===== config.mk =====
export PLATFORM = sky130hd
export DESIGN_NAME = mem_access_ctrl
export DESIGN_NICKNAME = d
export VERILOG_FILES = /design/src/rtl/mem_access_ctrl.sv
export SDC_FILE = /design/constraint.sdc
export NUM_CORES = 1
export LEC_CHECK = 0
export ABC_CLOCK_PERIOD_IN_PS = 2250
export CAP_MARGIN = 30
export CORE_MARGIN = 5
export CORE_UTILIZATION = 47
export CTS_CLUSTER_DIAMETER = 50
export DETAILED_ROUTE_END_ITERATION = 10
export PLACE_DENSITY = 0.87
export SLEW_MARGIN = 20
export SYNTH_ARGS = -nofsm -noshare
export SYNTH_HDL_FRONTEND = slang
export SYNTH_SLANG_ARGS = --single-unit

===== constraint.sdc =====
create_clock -name Clk -period 2.25 [get_ports Clk]
set_input_delay 0.3375 -clock Clk [delete_from_list [all_inputs] [get_ports Clk]]
set_output_delay 0.3375 -clock Clk [all_outputs]
set_load 0.05 [all_outputs]

===== src/rtl/mem_access_ctrl.sv =====
// rtl/mem_access_ctrl.sv - load/store sequencer between the control unit and the byte-addressed RAM
module mem_access_ctrl #(
    parameter int TIMEOUT = 16
) (
    input  logic        Clk,
    input  logic        Reset,
    input  logic        Start,
    input  logic [5:0]  Op,
    input  logic [31:0] Addr,
    input  logic [31:0] WrData,
    input  logic [31:0] WrData2,
    output logic        Busy,
    output logic        Done,
    output logic        Error,
    output logic [31:0] RdData,
    output logic [31:0] RdData2,
    output logic        Mem_Enable,
    output logic [5:0]  Mem_OpCode,
    output logic [6:0]  Mem_Address,
    output logic [31:0] Mem_DataIn,
    input  logic [31:0] Mem_DataOut,
    input  logic        Mem_MFC
);

    localparam logic [5:0] OP_LD   = 6'b000000;
    localparam logic [5:0] OP_LDUB = 6'b000001;
    localparam logic [5:0] OP_LDUH = 6'b000010;
    localparam logic [5:0] OP_LDD  = 6'b000011;
    localparam logic [5:0] OP_ST   = 6'b000100;
    localparam logic [5:0] OP_STB  = 6'b000101;
    localparam logic [5:0] OP_STH  = 6'b000110;
    localparam logic [5:0] OP_STD  = 6'b000111;
    localparam logic [5:0] OP_LDSB = 6'b001001;
    localparam logic [5:0] OP_LDSH = 6'b001010;
    localparam logic [5:0] OP_SWAP = 6'b001111;

    // The counter only has to reach TIMEOUT-1: the abort fires on the edge that would make it TIMEOUT.
    localparam int             CNT_W    = $clog2(TIMEOUT);
    localparam logic [CNT_W-1:0] CNT_LAST = CNT_W'(TIMEOUT - 1);

    typedef enum logic [2:0] {
        S_IDLE,
        S_ACC1,
        S_GAP,
        S_ACC2,
        S_DONE
    } state_t;

    state_t            state, state_nxt;
    logic [CNT_W-1:0]  cnt, cnt_nxt;
    logic [5:0]        op_q, op_nxt;
    logic [6:0]        addr_q, addr_nxt;
    logic [31:0]       wdata_q, wdata_nxt;
    logic [31:0]       wdata2_q, wdata2_nxt;
    logic              busy_nxt, done_nxt, error_nxt;
    logic [31:0]       rd_nxt, rd2_nxt;
    logic              en_nxt;
    logic [5:0]        opc_nxt;
    logic [6:0]        maddr_nxt;
    logic [31:0]       din_nxt;
    logic              req_bad;
    logic              mfc_seen;

    function automatic logic op_legal(input logic [5:0] op);
        case (op)
            OP_LD, OP_LDUB, OP_LDUH, OP_LDD, OP_ST, OP_STB,
            OP_STH, OP_STD, OP_LDSB, OP_LDSH, OP_SWAP: op_legal = 1'b1;
            default:                                   op_legal = 1'b0;
        endcase
    endfunction

    function automatic logic op_aligned(input logic [5:0] op, input logic [2:0] a);
        case (op)
            OP_LD, OP_ST, OP_SWAP:   op_aligned = (a[1:0] == 2'b00);
            OP_LDUH, OP_LDSH, OP_STH: op_aligned = ~a[0];
            OP_LDD, OP_STD:          op_aligned = (a == 3'b000);
            default:                 op_aligned = 1'b1;
        endcase
    endfunction

    function automatic logic two_phase(input logic [5:0] op);
        two_phase = (op == OP_LDD) || (op == OP_STD) || (op == OP_SWAP);
    endfunction

    // Phase-1 accesses whose returned word belongs in RdData (SWAP returns the old word).
    function automatic logic loads_p1(input logic [5:0] op);
        case (op)
            OP_LD, OP_LDUB, OP_LDUH, OP_LDSB, OP_LDSH, OP_LDD, OP_SWAP: loads_p1 = 1'b1;
            default:                                                   loads_p1 = 1'b0;
        endcase
    endfunction

    // Multi-access ops are broken into plain word accesses; everything else passes through.
    function automatic logic [5:0] p1_opcode(input logic [5:0] op);
        case (op)
            OP_LDD, OP_SWAP: p1_opcode = OP_LD;
            OP_STD:          p1_opcode = OP_ST;
            default:         p1_opcode = op;
        endcase
    endfunction

    // Request screening is done on the raw inputs in the cycle Start is accepted.
    always_comb begin
        req_bad = !op_legal(Op) || (Addr[31:7] != 25'd0) || !op_aligned(Op, Addr[2:0]);
    end

    // Next-state and next-register values; every output is registered from these.
    always_comb begin
        state_nxt  = state;
        cnt_nxt    = cnt;
        op_nxt     = op_q;
        addr_nxt   = addr_q;
        wdata_nxt  = wdata_q;
        wdata2_nxt = wdata2_q;
        busy_nxt   = Busy;
        done_nxt   = 1'b0;
        error_nxt  = Error;
        rd_nxt     = RdData;
        rd2_nxt    = RdData2;
        en_nxt     = Mem_Enable;
        opc_nxt    = Mem_OpCode;
        maddr_nxt  = Mem_Address;
        din_nxt    = Mem_DataIn;
        // MFC in the first cycle of a phase may be left over from the previous access.
        mfc_seen   = Mem_MFC && (cnt != '0);

        case (state)
            S_IDLE: begin
                if (Start) begin
                    op_nxt     = Op;
                    addr_nxt   = Addr[6:0];
                    wdata_nxt  = WrData;
                    wdata2_nxt = WrData2;
                    busy_nxt   = 1'b1;
                    if (req_bad) begin
                        error_nxt = 1'b1;
                        done_nxt  = 1'b1;
                        state_nxt = S_DONE;
                    end else begin
                        error_nxt = 1'b0;
                        en_nxt    = 1'b1;
                        opc_nxt   = p1_opcode(Op);
                        maddr_nxt = Addr[6:0];
                        din_nxt   = WrData;
                        cnt_nxt   = '0;
                        state_nxt = S_ACC1;
                    end
                end
            end

            S_ACC1, S_ACC2: begin
                if (mfc_seen) begin
                    en_nxt = 1'b0;
                    if (state == S_ACC1) begin
                        if (loads_p1(op_q)) begin
                            rd_nxt = Mem_DataOut;
                        end
                    end else if (op_q == OP_LDD) begin
                        rd2_nxt = Mem_DataOut;
                    end
                    if ((state == S_ACC1) && two_phase(op_q)) begin
                        state_nxt = S_GAP;
                    end else begin
                        done_nxt  = 1'b1;
                        state_nxt = S_DONE;
                    end
                end else if (cnt == CNT_LAST) begin
                    en_nxt    = 1'b0;
                    error_nxt = 1'b1;
                    done_nxt  = 1'b1;
                    state_nxt = S_DONE;
                end else begin
                    cnt_nxt = cnt + CNT_W'(1);
                end
            end

            // One low-Enable cycle so the RAM sees a fresh Enable edge for the second access.
            S_GAP: begin
                en_nxt    = 1'b1;
                opc_nxt   = (op_q == OP_LDD) ? OP_LD : OP_ST;
                maddr_nxt = (op_q == OP_SWAP) ? addr_q : addr_q + 7'd4;
                din_nxt   = (op_q == OP_STD) ? wdata2_q : wdata_q;
                cnt_nxt   = '0;
                state_nxt = S_ACC2;
            end

            S_DONE: begin
                busy_nxt  = 1'b0;
                state_nxt = S_IDLE;
            end

            default: begin
                state_nxt = S_IDLE;
            end
        endcase
    end

    // State and output registers with synchronous reset.
    always_ff @(posedge Clk) begin
        if (Reset) begin
            state       <= S_IDLE;
            cnt         <= '0;
            op_q        <= 6'd0;
            addr_q      <= 7'd0;
            wdata_q     <= 32'd0;
            wdata2_q    <= 32'd0;
            Busy        <= 1'b0;
            Done        <= 1'b0;
            Error       <= 1'b0;
            RdData      <= 32'd0;
            RdData2     <= 32'd0;
            Mem_Enable  <= 1'b0;
            Mem_OpCode  <= 6'd0;
            Mem_Address <= 7'd0;
            Mem_DataIn  <= 32'd0;
        end else begin
            state       <= state_nxt;
            cnt         <= cnt_nxt;
            op_q        <= op_nxt;
            addr_q      <= addr_nxt;
            wdata_q     <= wdata_nxt;
            wdata2_q    <= wdata2_nxt;
            Busy        <= busy_nxt;
            Done        <= done_nxt;
            Error       <= error_nxt;
            RdData      <= rd_nxt;
            RdData2     <= rd2_nxt;
            Mem_Enable  <= en_nxt;
            Mem_OpCode  <= opc_nxt;
            Mem_Address <= maddr_nxt;
            Mem_DataIn  <= din_nxt;
        end
    end

endmodule


==> impl_metrics.json, run 1 <==
{
  "grt_usage_pct": 23.3,
  "syn_avg_cell_area_um2": 8.05,
  "final_common_cell": "nand2_1",
  "first_pass_iters": 5,
  "final_nets": 1398,
  "path_buf_inv": 1,
  "vdd.ir_drop.worst_mv": 0.504,
  "dp_hpwl_mm": 17.1,
  "syn_inst": 1025,
  "worstHoldStart": "Reset",
  "cts_sinks": 197,
  "p_leak_nw": 4.68,
  "critPathMaxFanout": 32,
  "finClkSkew_ps": 9.52,
  "routedWlPerCell_um": 16.3,
  "grt_max_degree": 83,
  "end_kind": "flop",
  "drc_errors": 0,
  "area_growth_pct": 42.3,
  "synth_top_flop_cell": "dfxtp_1",
  "crit_chain": "and2b_4 > o311a_4 > nand2b_2 > or4_4 > buf_12 > mux2i_1 > nor2_1",
  "crit_type": "reg -> reg",
  "power_frac_clock_pct": 42.7,
  "final_util_pct": 68.1,
  "cts_buffer_depth": 2,
  "fmax_mhz": 491,
  "post-route-period-util_pct": 90.4,
  "pwr-share-comb_pct": 9.7,
  "cts_hold_buffers": 0,
  "cts_tree": "done",
  "rsz0062_at_grt": "false",
  "reg2reg_to": "RdData[3]$_SDFFE_PP0P_",
  "hold_depth": 3,
  "port_buffers": 250,
  "hold_slack_ps": 284,
  "synthDistinctLibCells": 53,
  "rr_startpoint": "state[2]$_SDFFE_PP0P_",
  "antenna_found_initial": 1,
  "hold_path_class": "in -> reg",
  "r2r_cells": 7,
  "synth_edf_count": 0,
  "internal_power_mw": 5.88,
  "whs_endpoint": "Done$_SDFF_PP0_",
  "syn_nets": 1169,
  "synth.top_cell.area_share_pct": 47.8,
  "grt_pass1_vias": 7781,
  "post_cts_buffers": 0,
  "yosysWarnings": 0,
  "drtAntennaViolNets": 0,
  "synth_area_leader_cell": "dfxtp_1",
  "die_x_um": 142,
  "ys_seq_elements": 197,
  "ys_async_sr_fraction_pct": 0,
  "p_sw_share_pct": 23.1,
  "ys_seq_area_share_pct": 47.8,
  "required_ps": 2550,
  "slew_violations": 0,
  "finalHoldViolations": 0,
  "power_density_mw_per_mm2": 652,
  "rows": 48,
  "cap_violations": 0,
  "initial_core_util_pct": 47.9,
  "cp_top_family": "simple AND/OR/NAND/NOR gates",
  "dieArea_mm2": 0.0203,
  "die_h_um": 142,
  "status": "finished, final reports clean",
  "grt_pass1_wl_mm": 38.5,
  "coreArea_mm2": 0.0172,
  "layout_common_cells": "nand2_1 (273), clkdlybuf4s50_1 (247), dfxtp_1 (197)",
  "dr_total_vias": 7970,
  "io-pin-count": 251,
  "crit_arrival_ps": 2330,
  "cp_slowest_stage_delay_ps": 430,
  "tightest_slew_ps": 860,
  "gp_congestion": 0.879,
  "period_minus_slack_ps": 2040,
  "htree_levels": 4,
  "cts-root-buf": "clkbuf_16",
  "slew_headroom_pct": 42.7,
  "drive_gt1_share_pct": 6.95,
  "overflow": 0,
  "drt-total-wl_mm": 24.4,
  "finalSetupViolCount": 0,
  "cp-start-kind": "flop",
  "switching_power_mw": 1.77,
  "r2r_slack_ps": 210,
  "avgViaCountPerCell": 5.34,
  "numCtsBuffers": 17,
  "drt_first_iter_violations": 427,
  "pwr-share-seq_pct": 47.6,
  "clk_latency_ps": 420,
  "clk_pin_slew_ps": 70,
  "slowest_stage": "or4_4",
  "synthesis.area_mm2": 0.00825,
  "synth_area_leaders": "dfxtp_1 (48%), nand2_1 (12%), a21oi_1 (9.4%), mux2i_1 (7.9%), o21ai_0 (6.9%)"
}
[stage by stage]
step	setup TNS [ps]	power (mW)	worst slack, ps	instances	instance area (µm²)
after detailed placement	-16880	4.45	-394	1460	11100
after global placement	-10880	4.43	-253	1460	11100
after global routing	0	7.91	41.2	1493	11700
final	0	7.65	215	1493	11700
after floorplan	0	4.04	347	1025	8250
after CTS	0	7.70	57.8	1492	11700
[area by class of cell]
class,count,area (µm²)
diodes,1,2.50
clock buffers,20,447
clock inverters,12,190
fillers,1424,5500
inverters,9,33.8
multi-input cells,737,3890
flip-flops and latches,197,3940
well taps,225,282
repair buffers,292,2950
[how the worst max path moves through the flow]
stage                     cells past startpoint  slack, ps                           to                  start
final                                         7        210       RdData[3]$_SDFFE_PP0P_  state[2]$_SDFFE_PP0P_
after CTS                                    10         60  Mem_DataIn[14]$_SDFFE_PP0P_                  Op[0]
after floorplan                               7        350          cnt[3]$_SDFFE_PP0P_                  Op[0]
after detailed placement                     10       -390  Mem_Address[4]$_SDFFE_PP0P_                  Op[1]
after global routing                          8         40  Mem_Address[4]$_SDFFE_PP0P_                  Op[5]
after global placement                        9       -250   Mem_OpCode[3]$_SDFFE_PP0P_                  Op[0]
[registers in the layout (all words and copies together), names as in the netlist, 3 cells and up]
signal	count
cnt	4
state	3
Mem_Address	7
wdata2_q	32
Mem_DataIn	32
addr_q	7
RdData	32
RdData2	32
wdata_q	32
op_q	6
Mem_OpCode	6
[routing by layer]
metal | wire, µm | share of wire [%] | up-vias | GRT usage [%]
met3 | 1590 | 6.5 | 54 | 4.13
met4 | 738 | 3.0 | 0 | 10.5
met1 | 9770 | 40 | 3663 | 28.7
met5 | 0 | 0 | - | 0
met2 | 12300 | 50 | 313 | 39.9
li1 | - | - | 3940 | -
[power by group through the flow]
stage	combinational [mW]	clock (mW)	sequential, mW
after global placement	0.720	0	3.71
final	0.745	3.26	3.64
after global routing	0.817	3.45	3.65
after floorplan	0.321	0	3.72
after CTS	0.739	3.32	3.64
after detailed placement	0.735	0	3.72
[cell families after synthesis]
logic type	after synthesis	share of synthesized area [%]
xor+xnor	3	0.319
simple gates	366	18.2
buf+inv	91	5.35
fa+ha+maj	6	0.910
compound gates	297	19.6
flops	197	47.8
mux	65	7.89
[synth_stat cells (2+ instances only)]
cell	number
mux2i_1	65
nor2b_1	2
a311oi_1	6
inv_1	9
nor4_1	6
a41o_1	2
buf_12	3
nor2_1	44
xor2_1	2
nand3b_1	2
nand2_1	274
a211oi_1	2
ha_1	6
nor3_1	11
a31oi_1	2
and2b_1	2
o2111a_1	2
dfxtp_1	197
clkbuf_1	59
o21ai_0	114
buf_6	4
buf_2	11
nor3b_1	2
o31ai_1	2
nand3_1	8
and2_1	2
clkbuf_2	3
a21oi_1	155
nand4_1	4
[repair_timing]
item,4_1_cts,5_1_grt
endpoints found under the hold margin,0,0
endpoints found under the setup margin,0,40
resized for setup,0,8
[worst min-delay path, delay by kind of cell]
kind,cells,cell delay [ps]
simple gates,1,70
buf+inv,1,130
compound gates,1,120
Power figures use the tool's default switching activity.
==> inputs of run 2 (changes only) <==
CORE_MARGIN = 4   (was 5)
==> run 2 against run 1 <==
Hold slack is essentially flat. Via count grew 1.5%. Cell count grew 0.13%. Register-to-register slack gained 30 ps. Critical path depth grew 2. Largest power group unchanged. Die area shrank 2.8%. Clock-buffer cell count shrank 3. Global-route usage grew 0.80 points. Fmax grew 0.11%. Sequential power is essentially flat. Sequential share of layout area grew 0.11 points. First-iteration DRC count grew 26%.
==> impl_metrics.json, run 2 (synthesis gave the netlist of run 1 again) <==
{
  "grt_pass1_vias": 7930,
  "dp_hpwl_mm": 17.4,
  "cp_top_family": "compound AO/OA/AOI/OAI gates",
  "grt_pass1_wl_mm": 39.3,
  "hold_path_class": "in -> reg",
  "cts-root-buf": "clkbuf_16",
  "cts_resized": 0,
  "cp-start-kind": "input port",
  "numCtsBuffers": 17,
  "final_common_cell": "nand2_1",
  "final_cell_area_mm2": 0.0117,
  "htree_levels": 4,
  "post_cts_buffers": 0,
  "vdd.ir_drop.worst_mv": 0.538,
  "drt_first_iter_violations": 540,
  "finalSetupViolCount": 0,
  "multi_input_area_mm2": 0.00388,
  "cap_violations": 0,
  "drt-total-wl_mm": 24.6,
  "slew_headroom_pct": 61.0,
  "drtAntennaViolNets": 0,
  "fillers": 1389,
  "setup_slack_ps": 217,
  "rsz0062_at_grt": "false",
  "finClkSkew_ps": 11.4,
  "overflow": 0,
  "slew_violations": 0,
  "fmax_mhz": 492,
  "finalHoldViolations": 0,
  "crit_arrival_ps": 2380,
  "path_buf_inv": 3,
  "grt_max_degree": 62,
  "rows": 48,
  "io-pin-count": 251,
  "end_kind": "flop",
  "antenna_found_initial": 2,
  "cts_buffer_depth": 2,
  "drive_gt1_share_pct": 7.02,
  "power_density_mw_per_mm2": 630,
  "first_pass_iters": 5,
  "clk_latency_ps": 430,
  "required_ps": 2600,
  "die_x_um": 140,
  "crit_type": "in -> reg",
  "path_common_cell": "o21ai_0",
  "slowest_stage": "clkdlybuf4s50_1",
  "final_nets": 1399,
  "dieArea_mm2": 0.0197,
  "tightest_slew_ps": 584,
  "layout_common_cells": "nand2_1 (273), clkdlybuf4s50_1 (247), dfxtp_1 (197)",
  "p_total_mw": 7.36,
  "avgViaCountPerCell": 5.41,
  "status": "finished, final reports clean",
  "routedWlPerCell_um": 16.5,
  "coreArea_mm2": 0.0172,
  "drc_errors": 0,
  "cp_slowest_stage_delay_ps": 590,
  "crit_chain": "clkdlybuf4s50_1 > a21boi_0 > o21ai_0 > o311ai_1 > buf_4 > o2111a_2 > buf_4 > o21ai_0 > o21ai_0",
  "cts_sinks": 197,
  "gp_congestion": 0.875,
  "area_growth_pct": 41.8,
  "period_minus_slack_ps": 2030,
  "post-route-period-util_pct": 90.3,
  "grt_usage_pct": 24.1,
  "port_buffers": 250,
  "initial_core_util_pct": 47.9,
  "final_util_pct": 67.8,
  "p_leak_nw": 4.66,
  "die_h_um": 140,
  "postPlaceCellArea_mm2": 0.0111,
  "clk_pin_slew_ps": 70,
  "regArea_mm2": 0.00394,
  "dr_total_vias": 8093,
  "cts_hold_buffers": 0,
  "critPathMaxFanout": 13,
  "pre_cts_slack_ps": -369,
  "cts_tree": "done"
}
run 2: changes by cell type in the layout (fill, tap and decap cells not counted), moves of 2 or more:
cell / delta
inv_8: +2
bufinv_16: -3
clkinv_2: +3
clkbuf_1: -2
buf_12: +2
run 2: path summary, 6_finish.rpt:
| kind | from | end | slack, ps | depth (start not counted) |
|---|---|---|---|---|
| worst max register to register | state[0]$_SDFFE_PP0P_ | RdData[4]$_SDFFE_PP0P_ | 240 | 7 |
| worst min-delay path | Op[0] | op_q[0]$_SDFFE_PP0P_ | 280 | 3 |
| worst max-delay path | Op[3] | Mem_DataIn[22]$_SDFFE_PP0P_ | 220 | 9 |
| worst min register to register | RdData2[18]$_SDFFE_PP0P_ | RdData2[18]$_SDFFE_PP0P_ | 450 | 2 |
run 2: layer usage:
layer / vias to the layer above / global-route usage, % / part of all wire (%)
met1: 3769 / 29.6 / 41
met3: 56 / 4.06 / 6.0
li1: 3955 / - / -
met4: 0 / 11.1 / 3.1
met5: - / 0 / 0
met2: 313 / 41.5 / 50
run 2: stage by stage:
step           TNS [ps]  instances  hold WS [ps]
3_5_place_dp     -15440       1461           446
4_1_cts               0       1493           291
6_report              0       1495           285
5_1_grt               0       1495           298
3_3_place_gp      -8920       1461           441
2_1_floorplan         0       1025           436
run 2: final cells by class:
type / instances / share of cell area, %
sequential: 197 / 33.7
multi-input combinational: 737 / 33.2
timing repair buffer: 293 / 25.5
clock buffer: 17 / 3.64
tap: 225 / 2.41
clock inverter: 15 / 1.24
inverter: 9 / 0.289
antenna: 2 / 0.0428
run 2: power breakdown:
part | switching, mW | internal (mW)
Clock | 1.40 | 1.56
Combinational | 0.370 | 0.389
Sequential | 0.0578 | 3.58
run 2: tightest hold or removal path, cell delays in order:
cell            delay (ps)
dlymetal6s2s_1         190
nand2_1                 90
a21oi_1                 60
